<file path="config.mk">
export PLATFORM = sky130hd
export DESIGN_NAME = pa_f_spsram_ctrl
export DESIGN_NICKNAME = d
export VERILOG_FILES = /design/src/rtl/pa_f_spsram_ctrl.sv
export SDC_FILE = /design/constraint.sdc
export NUM_CORES = 1
export LEC_CHECK = 0
export BUFFER_PORTS_ARGS = -buffer_cell sky130_fd_sc_hd__buf_2
export CAP_MARGIN = 20
export CORE_ASPECT_RATIO = 1.75
export CORE_MARGIN = 2
export CORE_UTILIZATION = 49
export CTS_CLUSTER_SIZE = 30
export DETAILED_ROUTE_END_ITERATION = 12
export PLACE_DENSITY = 0.76
export SYNTH_ARGS = -nofsm -noshare
export SYNTH_HDL_FRONTEND = slang
export SYNTH_SLANG_ARGS = --single-unit
</file>
<file path="constraint.sdc">
create_clock -name CLK -period 11.3 [get_ports CLK]
set_input_delay 1.695 -clock CLK [delete_from_list [all_inputs] [get_ports CLK]]
set_output_delay 1.695 -clock CLK [all_outputs]
set_load 0.1 [all_outputs]
</file>
<file path="src/rtl/pa_f_spsram_ctrl.sv">
// pa_f_spsram_ctrl: request-side controller for a single-port SRAM macro.
// It fills the array with INIT_VALUE after reset, then serves in-order
// single-beat reads/writes. Read data returns through a 2-entry response
// buffer with bypass.
module pa_f_spsram_ctrl #(
  parameter int unsigned           ADDR_WIDTH = 8,
  parameter int unsigned           DATA_WIDTH = 32,
  parameter logic [DATA_WIDTH-1:0] INIT_VALUE = '0
) (
  input  logic                  CLK,
  input  logic                  RST,
  input  logic                  req_vld,
  output logic                  req_rdy,
  input  logic                  req_wr,
  input  logic [ADDR_WIDTH-1:0] req_addr,
  input  logic [DATA_WIDTH-1:0] req_wdata,
  input  logic [DATA_WIDTH-1:0] req_wmask,
  output logic                  rsp_vld,
  input  logic                  rsp_rdy,
  output logic [DATA_WIDTH-1:0] rsp_rdata,
  output logic                  init_busy,
  output logic [ADDR_WIDTH-1:0] sram_a,
  output logic                  sram_cen,
  output logic                  sram_gwen,
  output logic [DATA_WIDTH-1:0] sram_wen,
  output logic [DATA_WIDTH-1:0] sram_d,
  input  logic [DATA_WIDTH-1:0] sram_q
);

  localparam logic [ADDR_WIDTH-1:0] LAST_ADDR = '1;

  typedef enum logic {
    ST_INIT = 1'b0,
    ST_IDLE = 1'b1
  } state_t;

  state_t                  state;
  logic [ADDR_WIDTH-1:0]   init_cnt;
  logic                    rd_inflight;
  logic [DATA_WIDTH-1:0]   buf_mem [2];
  logic                    wr_ptr;
  logic                    rd_ptr;
  logic [1:0]              buf_count;
  logic [ADDR_WIDTH-1:0]   last_a;
  logic [DATA_WIDTH-1:0]   last_d;

  logic [1:0]              occupancy;
  logic                    acc;
  logic                    acc_rd;
  logic                    acc_wr;
  logic                    buf_nonempty;
  logic                    push;
  logic                    pop;

  // Request acceptance: room for every read that is buffered or in flight
  always_comb begin
    occupancy = buf_count + {1'b0, rd_inflight};
    req_rdy   = !RST && (state == ST_IDLE) && (occupancy < 2'd2);
    acc       = req_vld && req_rdy;
    acc_rd    = acc && !req_wr;
    acc_wr    = acc && req_wr && (|req_wmask);
    init_busy = RST || (state == ST_INIT);
  end

  // SRAM pin drive: sampled by the macro on the same edge as the accept
  always_comb begin
    sram_cen  = 1'b1;
    sram_gwen = 1'b1;
    sram_wen  = '1;
    sram_a    = last_a;
    sram_d    = last_d;
    if (RST) begin
      sram_a = '0;
      sram_d = '0;
    end else if (state == ST_INIT) begin
      sram_cen  = 1'b0;
      sram_gwen = 1'b0;
      sram_wen  = '0;
      sram_a    = init_cnt;
      sram_d    = INIT_VALUE;
    end else if (acc_rd) begin
      sram_cen = 1'b0;
      sram_a   = req_addr;
    end else if (acc_wr) begin
      sram_cen  = 1'b0;
      sram_gwen = 1'b0;
      sram_wen  = ~req_wmask;
      sram_a    = req_addr;
      sram_d    = req_wdata;
    end
  end

  // Response path: bypass sram_q when the buffer is empty, else present the head
  always_comb begin
    buf_nonempty = (buf_count != 2'd0);
    push         = rd_inflight && (buf_nonempty || !rsp_rdy);
    pop          = buf_nonempty && rsp_rdy;
    rsp_vld      = !RST && (buf_nonempty || rd_inflight);
    rsp_rdata    = '0;
    if (!RST) begin
      if (buf_nonempty) begin
        rsp_rdata = buf_mem[rd_ptr];
      end else if (rd_inflight) begin
        rsp_rdata = sram_q;
      end
    end
  end

  // Control FSM: walk the array once, then serve requests
  always_ff @(posedge CLK) begin
    if (RST) begin
      state       <= ST_INIT;
      init_cnt    <= '0;
      rd_inflight <= 1'b0;
    end else begin
      rd_inflight <= acc_rd;
      case (state)
        ST_INIT: begin
          init_cnt <= init_cnt + ADDR_WIDTH'(1);
          if (init_cnt == LAST_ADDR) begin
            state <= ST_IDLE;
          end
        end
        default: begin
          state <= ST_IDLE;
        end
      endcase
    end
  end

  // Response FIFO storage and pointers
  always_ff @(posedge CLK) begin
    if (RST) begin
      wr_ptr    <= 1'b0;
      rd_ptr    <= 1'b0;
      buf_count <= 2'd0;
    end else begin
      if (push) begin
        buf_mem[wr_ptr] <= sram_q;
        wr_ptr          <= ~wr_ptr;
      end
      if (pop) begin
        rd_ptr <= ~rd_ptr;
      end
      case ({push, pop})
        2'b10:   buf_count <= buf_count + 2'd1;
        2'b01:   buf_count <= buf_count - 2'd1;
        default: buf_count <= buf_count;
      endcase
    end
  end

  // Address/data hold so idle cycles keep the pins stable
  always_ff @(posedge CLK) begin
    if (RST) begin
      last_a <= '0;
      last_d <= '0;
    end else begin
      last_a <= sram_a;
      last_d <= sram_d;
    end
  end

endmodule

</file>
==> results.json, run 1 <==
{
  "final-hold-violation-count": 0,
  "drive_gt1_share_pct": 34.3,
  "ys.flop_type": "edfxtp_1",
  "synth_warnings": 0,
  "period_minus_slack_ns": 6.11,
  "synthCells": 580,
  "powerDensity_mw_per_mm2": 146,
  "yosys.cell_types.count": 39,
  "cts_sinks": 119,
  "overflow": 0,
  "grt_pass1_vias": 5034,
  "cts_buffer_depth": 2,
  "rsz0062_at_grt": "false",
  "maxCapViolCount": 0,
  "die_h_um": 146,
  "gp_congestion": 0.907,
  "finalPower_mw": 1.08,
  "cts_root_buf": "clkbuf_16",
  "r2r-start": "rd_inflight",
  "initial_core_util_pct": 50.4,
  "final_cells": 919,
  "crit_chain": "buf_2, buf_4, nor2b_1, o21a_1, nand2_1, buf_4, a21o_1, a311oi_1, buf_2",
  "layout_common_cells": "buf_2 (217), a21oi_1 (101), nor2_1 (79)",
  "cp_slowest_stage_delay_ns": 0.49,
  "drt-initial-drc-count": 280,
  "status": "complete, no violations",
  "cts_hold_buf": 0,
  "fill_cells": 878,
  "synth_top_area_share_pct": 34.1,
  "grt_pass1_wl_mm": 22.7,
  "crit_buf_inv": 4,
  "slew_viol_final": 0,
  "ys_ff_latch": 119,
  "nets": 886,
  "synth_area_leaders": "edfxtp_1 (34%), dfxtp_1 (20%), a21oi_1 (9.0%)",
  "die_area_mm2": 0.0124,
  "cts-buffers-inserted": 17,
  "synthArstFlopShare_pct": 0,
  "critPathCaptureType": "primary output",
  "dpl.hpwl_mm": 9.79,
  "required_ns": 9.61,
  "crit_family": "buffers and inverters",
  "final_core_util_pct": 65.9,
  "critPathLaunch": "RST",
  "vias": 5159,
  "syn-cell-area_mm2": 0.00563,
  "areaGrowthSynthToFinish_pct": 30.6,
  "setup_viol": 0,
  "first_pass_iters": 5,
  "yosysSeqAreaShare_pct": 53.7,
  "crit_path_top_delay_cell": "buf_2",
  "synth_area_leader_cell": "edfxtp_1",
  "place_inst": 887,
  "arrival_ns": 4.41,
  "routedWlPerCell_um": 14.9,
  "grtUsageTotal_pct": 22.0,
  "min_period_over_period_pct": 54.0,
  "syn-num-nets": 691,
  "critPathMaxFanout": 61,
  "cts_setup_buffers": 0,
  "max_freq_mhz": 164,
  "antenna_found_initial": 0,
  "ios": 218,
  "grt_max_degree": 67,
  "crit_type": "input port to primary output",
  "cts_resized": 0,
  "finalWirelength_mm": 13.7,
  "vias_per_cell": 5.61,
  "slew-limit-headroom_pct": 28.3,
  "die_w_um": 85.0,
  "cts_max_level": 4,
  "io_buffer_count": 217,
  "p_leak_nw": 2.90,
  "fp.coreArea_mm2": 0.0112,
  "synth.avg_cell_area_um2": 9.71,
  "final_common_cell": "buf_2",
  "drc_errors": 0,
  "final.setup_skew_ns": 0.00707,
  "ant_nets": 0,
  "rows": 51,
  "cts_tree": "yes",
  "clock_latency_ns": 0.40,
  "hold_path_class": "flip-flop to flip-flop",
  "num_antenna_cells": 0,
  "startpoint_type": "input port",
  "worst_pin_slew_ns": 1.07,
  "clkTransAtPathRegs_ns": 0.05,
  "synth_edf_count": 64,
  "ir_drop_v": 0.000128,
  "finalSetupTns_ns": 0,
  "min_from": "last_a[0]"
}
per-stage QoR:
step,setup slack (ns),area [um2],hold WS (ns)
after floorplan,3.88,5630,0.455
after global placement,5.26,6760,0.470
after detailed placement,5.21,6760,0.480
after CTS,5.18,7340,0.490
after global routing,4.94,7360,0.523
final,5.19,7360,0.485
flip-flops by register name (all words and copies together), names as in the netlist, named ones only:
signal       flops
buf_count        2
init_cnt         8
last_a           8
buf_mem         64
state            1
last_d          32
wr_ptr           1
rd_ptr           1
rd_inflight      1
cell families after synthesis:
group / Yosys count / share of synthesized area, %
AOI/OAI and AO/OA: 200 / 21.2
xor gates and xnor gates: 9 / 1.40
DFF: 119 / 53.7
buffers and inverters: 54 / 3.95
muxes: 33 / 5.87
and+or+nand+nor: 163 / 13.5
adders and majority gates: 2 / 0.444
power breakdown:
part / internal [mW] / switching (mW)
logic: 0.0241 / 0.0776
registers: 0.457 / 0.00131
clock network: 0.324 / 0.191
cell type report:
type                       count  area, um2  area share [%]
inverter                       2       7.51           0.102
tap                          132        165            2.25
clock buffer                  17        425            5.78
multi-input combinational    407       2410            32.7
clock inverter                14        151            2.06
sequential                   119       3020            41.1
timing repair buffer         228       1180            16.0
synthesized netlist by cell type, types with 2 or more instances:
library cell	count
a311oi_1	2
o21ai_1	19
or3_1	3
nor3_1	3
nor4_1	8
ha_1	2
mux2i_1	33
a31oi_1	32
nand2_1	11
xor2_1	5
nor3b_1	8
buf_2	6
o21bai_1	9
inv_1	2
nor2b_1	11
nand3_1	34
clkbuf_1	33
nor2_1	81
dfxtp_1	55
o21ai_0	17
edfxtp_1	64
a221oi_1	10
a21oi_1	101
a221oi_2	4
xnor2_1	4
buf_1	10
worst register-to-register path, delay by kind of cell (launching register included):
kind	cells	cell delay [ns]
AOI/OAI and AO/OA	4	1.05
buffers and inverters	2	0.70
DFF	1	0.30
and+or+nand+nor	1	0.33
metal layers:
metal  vias up  track usage, %  wire length [um]  part of all wire (%)
met5         -               0                 0                     0
li1       2545               -                 -                     -
met3        28            5.05               852                   6.2
met4         0            8.02               234                   1.7
met2       191            39.6              7130                    52
met1      2395            24.8              5520                    40
worst paths after layout:
| path | end | cells past startpoint | slack [ns] |
|---|---|---|---|
| setup / recovery | sram_a[0] | 9 | 5.19 |
| hold / removal | last_a[0] | 2 | 0.49 |
| setup reg to reg | last_a[7] | 7 | 8.76 |
| hold reg to reg | last_a[0] | 2 | 0.49 |
Power figures use the tool's default switching activity.
==> run 2, diff against run 1 <==
--- a/config.mk
+++ b/config.mk
@@ -5,6 +5,7 @@
 export SDC_FILE = /design/constraint.sdc
 export NUM_CORES = 1
 export LEC_CHECK = 0
+export ABC_AREA = 1
 export BUFFER_PORTS_ARGS = -buffer_cell sky130_fd_sc_hd__buf_2
 export CAP_MARGIN = 20
 export CORE_ASPECT_RATIO = 1.75
@@ -12,7 +13,7 @@
 export CORE_UTILIZATION = 49
 export CTS_CLUSTER_SIZE = 30
 export DETAILED_ROUTE_END_ITERATION = 12
-export PLACE_DENSITY = 0.76
+export PLACE_DENSITY = 0.77
 export SYNTH_ARGS = -nofsm -noshare
 export SYNTH_HDL_FRONTEND = slang
 export SYNTH_SLANG_ARGS = --single-unit
==> constraint.sdc (replaced) <==
create_clock -name CLK -period 6.1 [get_ports CLK]
set_input_delay 0.915 -clock CLK [delete_from_list [all_inputs] [get_ports CLK]]
set_output_delay 0.915 -clock CLK [all_outputs]
set_load 0.1 [all_outputs]
==> run 2 against run 1 <==
Effect of this change: cell count rose by 8.8%; design area fell by 2.1%; via count rose by 3.1%; critical path depth did not move; sequential share of layout area rose by 0.87 points; combinational power rose by 79%; die area fell by 2.2%; first-iteration DRC count rose by 6.4%; synthesized area fell by 2.2%; clock skew rose by 0.0016 ns; clock-buffer cell count rose by 5; synthesized cell count rose by 13%.
==> results.json, run 2 <==
{
  "status": "complete, no violations",
  "final_cells": 1000,
  "netlist_top_cells_count": "a21oi_1 (116), nor2_1 (102), o21ai_0 (97), nand2_1 (71), edfxtp_1 (64)",
  "min_to": "last_d[12]",
  "nets": 966,
  "cts_root_buf": "clkbuf_16",
  "finalSetupTns_ns": 0,
  "ys_ff_latch": 119,
  "intPower_mw": 1.47,
  "clkPwrFrac_pct": 47.4,
  "initial_core_util_pct": 49.9,
  "seq_power_share_pct": 43.3,
  "cts_setup_buffers": 0,
  "grtUsageTotal_pct": 23.3,
  "grt_pass1_wl_mm": 22.4,
  "ys.flop_type": "edfxtp_1",
  "p_leak_nw": 2.94,
  "crit_chain": "inv_2, nor2_4, nand4_1, nor2_2, o21ai_4, buf_12, buf_4, a21oi_1, buf_2",
  "maxCapViolCount": 0,
  "cts_hold_buf": 0,
  "synth_warnings": 0,
  "ant_nets": 0,
  "pwr-share-comb_pct": 9.3,
  "routedWlPerCell_um": 14.7,
  "r2r-end": "last_d[14]",
  "fin_ws_ns": 1.48,
  "p_switching_mw": 0.495,
  "largest_reg_flops": 64,
  "setup_viol": 0,
  "drc_errors": 0,
  "critPathCaptureType": "primary output",
  "grt-busiest-layer": "met2",
  "hold_ws_ns": 0.455,
  "r2r-start": "state",
  "synth_area_leader_cell": "edfxtp_1",
  "dpl.hpwl_mm": 10.1,
  "clock_latency_ns": 0.41,
  "syn-num-nets": 767,
  "die_w_um": 84.1,
  "cts_max_level": 4,
  "reg2reg_slack_ns": 3.00,
  "die_area_mm2": 0.0121,
  "overflow": 0,
  "vias_per_cell": 5.32,
  "yosysSeqAreaShare_pct": 54.9,
  "synthCells": 656,
  "synth_edf_count": 64,
  "hold_depth": 2,
  "grt_pass1_vias": 4911,
  "reg_top3": "buf_mem (64), last_d (32)",
  "swShare_pct": 25.3,
  "clkTransAtPathRegs_ns": 0.06,
  "cts_buffer_depth": 2,
  "rsz0062_at_grt": "false",
  "hold_path_class": "flip-flop to flip-flop",
  "use_met1_pct": 26.5,
  "die_h_um": 144,
  "worst_pin_slew_ns": 0.936,
  "period_minus_slack_ns": 4.62,
  "cts-buffers-inserted": 17,
  "antenna_found_initial": 0,
  "grtUsageMet3_pct": 5.65,
  "drt-initial-drc-count": 298,
  "slew-limit-headroom_pct": 37.5,
  "first_pass_iters": 7,
  "final-hold-violation-count": 0,
  "layout_common_cells": "buf_2 (217), a21oi_1 (116), nor2_1 (100)",
  "crit_type": "flip-flop to primary output",
  "vias": 5318,
  "met2_usage_pct": 41.3,
  "num_antenna_cells": 0,
  "cp_slowest_stage_delay_ns": 0.62,
  "cts_tree": "yes",
  "rows": 51,
  "finalWirelength_mm": 14.7,
  "areaGrowthSynthToFinish_pct": 30.8,
  "largest-register": "buf_mem",
  "synthArstFlopShare_pct": 0,
  "rr_worst_depth": 9,
  "drive_gt1_share_pct": 31.3,
  "powerDensity_mw_per_mm2": 272,
  "synth_area_leaders": "edfxtp_1 (35%), dfxtp_1 (20%), a21oi_1 (11%)",
  "slew_viol_final": 0,
  "synth.avg_cell_area_um2": 8.39,
  "final_common_cell": "buf_2",
  "gp_congestion": 0.885,
  "synth_top_area_share_pct": 34.9,
  "syn-cell-area_mm2": 0.00551,
  "required_ns": 5.18,
  "crit_path_top_delay_cell": "dfxtp_1",
  "grt_max_degree": 59,
  "crit_family": "buffers and inverters",
  "final.setup_skew_ns": 0.00866,
  "cts_sinks": 119,
  "pre_cts_slack_ns": 1.46,
  "synthMostInstantiatedCell": "a21oi_1",
  "place_inst": 967,
  "yosys.cell_types.count": 27,
  "cts_resized": 0,
  "startpoint_type": "flip-flop",
  "ir_drop_v": 0.000217,
  "critPathMaxFanout": 58,
  "arrival_ns": 3.70,
  "max_freq_mhz": 217,
  "fill_cells": 937,
  "fp.coreArea_mm2": 0.0110,
  "min_from": "last_d[12]",
  "critPathLaunch": "state",
  "io_buffer_count": 217,
  "crit_buf_inv": 4,
  "min_period_over_period_pct": 75.7,
  "ios": 218
}
run 2: cell count changes in the layout (fill, tap and decap cells not counted), moves of 15 or more:
| cell | delta |
|---|---|
| nor2_1 | +21 |
| nand2_1 | +60 |
| mux2i_1 | -33 |
| a31oi_1 | -32 |
| o21ai_0 | +80 |
| nand3_1 | -18 |
| a21oi_1 | +15 |
| inv_1 | +58 |
run 2: kinds of logic (layout without fill, tap and decap cells):
logic type / Yosys count / after routing / synth area share [%]
fa+ha+maj: 2 / 2 / 0.454
flops: 119 / 119 / 54.9
simple gates: 200 / 200 / 14.7
compound gates: 229 / 229 / 22.0
buf+inv: 106 / 318 / 7.95
run 2: worst max-delay path by stage:
stage | depth (start not counted) | to | slack (ns)
2_1_floorplan | 8 | sram_a[0] | 0.40
3_3_place_gp | 10 | sram_d[19] | 1.51
3_5_place_dp | 10 | sram_d[27] | 1.46
4_1_cts | 8 | sram_wen[24] | 1.30
5_1_grt | 10 | sram_d[27] | 1.16
6_report | 9 | sram_d[25] | 1.48
run 2: metal layers:
metal  vias to the layer above  wire, um
li1                       2623         -
met1                      2458      5600
met2                       204      7760
met5                         -         0
met4                         0       439
met3                        33       885
run 2: power by group through the flow:
stage / sequential, mW / clock (mW) / combinational (mW)
2_1_floorplan: 0.865 / 0 / 0.120
3_3_place_gp: 0.865 / 0 / 0.179
3_5_place_dp: 0.865 / 0 / 0.181
4_1_cts: 0.848 / 0.940 / 0.182
5_1_grt: 0.848 / 0.975 / 0.192
6_report: 0.848 / 0.930 / 0.183
run 2: final cells by class:
class                      count  area (um2)  area share, %
timing repair buffer         224        1150           16.0
sequential                   119        3020           42.0
inverter                      62         233           3.23
clock inverter                10        65.1          0.904
multi-input combinational    431        2060           28.7
clock buffer                  22         499           6.93
tap                          132         165           2.29
run 2: tightest hold or removal path: stages, from the launching register on:
cell and delay [ns]:
dfxtp_1 0.29, inv_1 0.06, a21oi_1 0.05
run 2: through the flow:
step / util (%) / power, mW / cell area [um2]
floorplan: - / 0.985 / 5510
global placement: 59.9 / 1.04 / 6620
detailed placement: 59.9 / 1.05 / 6620
CTS: 65.0 / 1.97 / 7180
global route: 65.2 / 2.02 / 7200
finish: 65.2 / 1.96 / 7200
==> run 3, diff against run 2 <==
--- a/config.mk
+++ b/config.mk
@@ -10,10 +10,10 @@
 export CAP_MARGIN = 20
 export CORE_ASPECT_RATIO = 1.75
 export CORE_MARGIN = 2
-export CORE_UTILIZATION = 49
+export CORE_UTILIZATION = 44
 export CTS_CLUSTER_SIZE = 30
 export DETAILED_ROUTE_END_ITERATION = 12
-export PLACE_DENSITY = 0.77
+export PLACE_DENSITY = 0.72
 export SYNTH_ARGS = -nofsm -noshare
 export SYNTH_HDL_FRONTEND = slang
 export SYNTH_SLANG_ARGS = --single-unit
==> constraint.sdc (replaced) <==
create_clock -name CLK -period 4.18 [get_ports CLK]
set_input_delay 0.627 -clock CLK [delete_from_list [all_inputs] [get_ports CLK]]
set_output_delay 0.627 -clock CLK [all_outputs]
set_load 0.1 [all_outputs]
==> run 3 against run 2 <==
Effect of this change: sequential share of layout area decreased by 1.7 points; cell count increased by 3.9%; critical endpoint is now sram_a[5]; first-iteration DRC count decreased by 45%; routed wire length increased by 3.1%; clock-buffer cell count decreased by 3; clock skew increased by 0.0041 ns; core utilization decreased by 4.6 points; largest power group unchanged; combinational power increased by 46%.
==> results.json, run 3 (synthesized netlist as in run 2, its figures left out) <==
{
  "status": "complete, no violations",
  "hold_path_class": "input port to flip-flop",
  "worst_pin_slew_ns": 0.913,
  "startpoint_type": "flip-flop",
  "grt_max_degree": 105,
  "routedWlPerCell_um": 14.6,
  "ios": 218,
  "fin_ws_ns": 0.699,
  "setup_viol": 0,
  "wl_met3_um": 675,
  "drc_errors": 0,
  "finalSetupTns_ns": 0,
  "ir_drop_v": 0.000287,
  "gp_congestion": 0.868,
  "slew-limit-headroom_pct": 39.0,
  "num_antenna_cells": 0,
  "largest-register": "buf_mem",
  "final-hold-violation-count": 0,
  "critPathMaxFanout": 29,
  "arrival_ns": 2.85,
  "first_pass_iters": 4,
  "maxCapViolCount": 0,
  "grt_pass1_wl_mm": 23.2,
  "slew_viol_final": 0,
  "required_ns": 3.55,
  "largest_reg_flops": 64,
  "io_buffer_count": 217,
  "finalWirelength_mm": 15.1,
  "clkTransAtPathRegs_ns": 0.06,
  "cts_max_level": 4,
  "pre_cts_slack_ns": 0.867,
  "final.setup_skew_ns": 0.0128,
  "cts_sinks": 119,
  "p_leak_nw": 2.99,
  "nets": 969,
  "period_minus_slack_ns": 3.48,
  "grtUsageTotal_pct": 22.5,
  "ant_nets": 0,
  "cts_resized": 0,
  "critPathCaptureType": "primary output",
  "antenna_found_initial": 0,
  "reg2reg_slack_ns": 2.00,
  "fp.coreArea_mm2": 0.0124,
  "powerDensity_mw_per_mm2": 392,
  "routed-wl-met2_mm": 8.45,
  "rows": 54,
  "met1_length_mm": 5.42,
  "cts_tree": "yes",
  "top_layer_used": "met4",
  "final_core_util_pct": 60.6,
  "die_area_mm2": 0.0135,
  "drt-initial-drc-count": 163,
  "cts-buffers-inserted": 17,
  "crit_type": "flip-flop to primary output",
  "initial_core_util_pct": 44.5,
  "clock_latency_ns": 0.40,
  "cts_buffer_depth": 2,
  "layout_common_cells": "buf_2 (205), a21oi_1 (109), nor2_1 (99)",
  "cts_setup_buffers": 0,
  "areaGrowthSynthToFinish_pct": 36.2,
  "final_common_cell": "buf_2",
  "cts_hold_buf": 0,
  "reg_top3": "buf_mem (64), last_d (32)",
  "rsz0062_at_grt": "false",
  "vias_per_cell": 5.04,
  "die_h_um": 152,
  "min_period_over_period_pct": 83.3,
  "die_w_um": 88.6,
  "cts_root_buf": "clkbuf_16",
  "grt_pass1_vias": 4912,
  "drive_gt1_share_pct": 32.3,
  "max_freq_mhz": 287,
  "overflow": 0,
  "dpl.hpwl_mm": 10.9,
  "vias": 5233
}
## run 3: cell count changes in the layout (fill, tap and decap cells not counted), moves of 3 or more
| cell | previous run | this run |
|---|---|---|
| a21oi_1 | 116 | 109 |
| inv_4 | 3 | 0 |
| buf_2 | 217 | 205 |
| buf_4 | 6 | 9 |
| buf_12 | 1 | 13 |
| a21oi_2 | 0 | 7 |
| clkbuf_8 | 3 | 0 |
| bufinv_16 | 0 | 3 |
## run 3: routing by layer
metal	GRT usage [%]	up-vias
met1	22.5	2360
met3	4.78	42
li1	-	2630
met4	11.6	0
met2	41.6	201
met5	0	-
## run 3: final cells by class
| class | count | area (um2) |
|---|---|---|
| fillers | 1152 | 4870 |
| flip-flops and latches | 119 | 3020 |
| multi-input cells | 431 | 2090 |
| repair buffers | 227 | 1350 |
| clock buffers | 19 | 433 |
| inverters | 62 | 233 |
| well taps | 168 | 210 |
| clock inverters | 13 | 155 |
## run 3: worst paths after layout
check | from | end | cells after the start
worst min register to register | last_d[1] | last_d[1] | 2
worst max-delay path | state | sram_a[5] | 11
worst min-delay path | sram_q[8] | buf_mem[1][8] | 1
worst max register to register | state | last_a[7] | 11
## run 3: worst max-delay path, stage by stage (launching register included)
cell     delay, ns
dfxtp_1       0.30
buf_4         0.20
inv_2         0.07
nor2_4        0.09
buf_4         0.29
inv_2         0.20
nor2_2        0.19
nand3_2       0.22
nand3_1       0.18
nand3_1       0.13
a21oi_2       0.13
buf_2         0.44
## run 3: per-stage QoR
stage | total power [mW] | hold WS, ns | instances | area (um2)
finish | 2.94 | 0.428 | 1039 | 7500
global route | 3.03 | 0.417 | 1039 | 7500
CTS | 2.97 | 0.409 | 1039 | 7500
detailed placement | 1.53 | 0.443 | 1007 | 6910
global placement | 1.53 | 0.435 | 1007 | 6910
floorplan | 1.44 | 0.426 | 656 | 5530
## run 3: where the power goes
group,switching [mW],internal (mW)
logic,0.208,0.0596
registers,0.00336,1.24
clock network,0.501,0.933
total,0.712,2.23
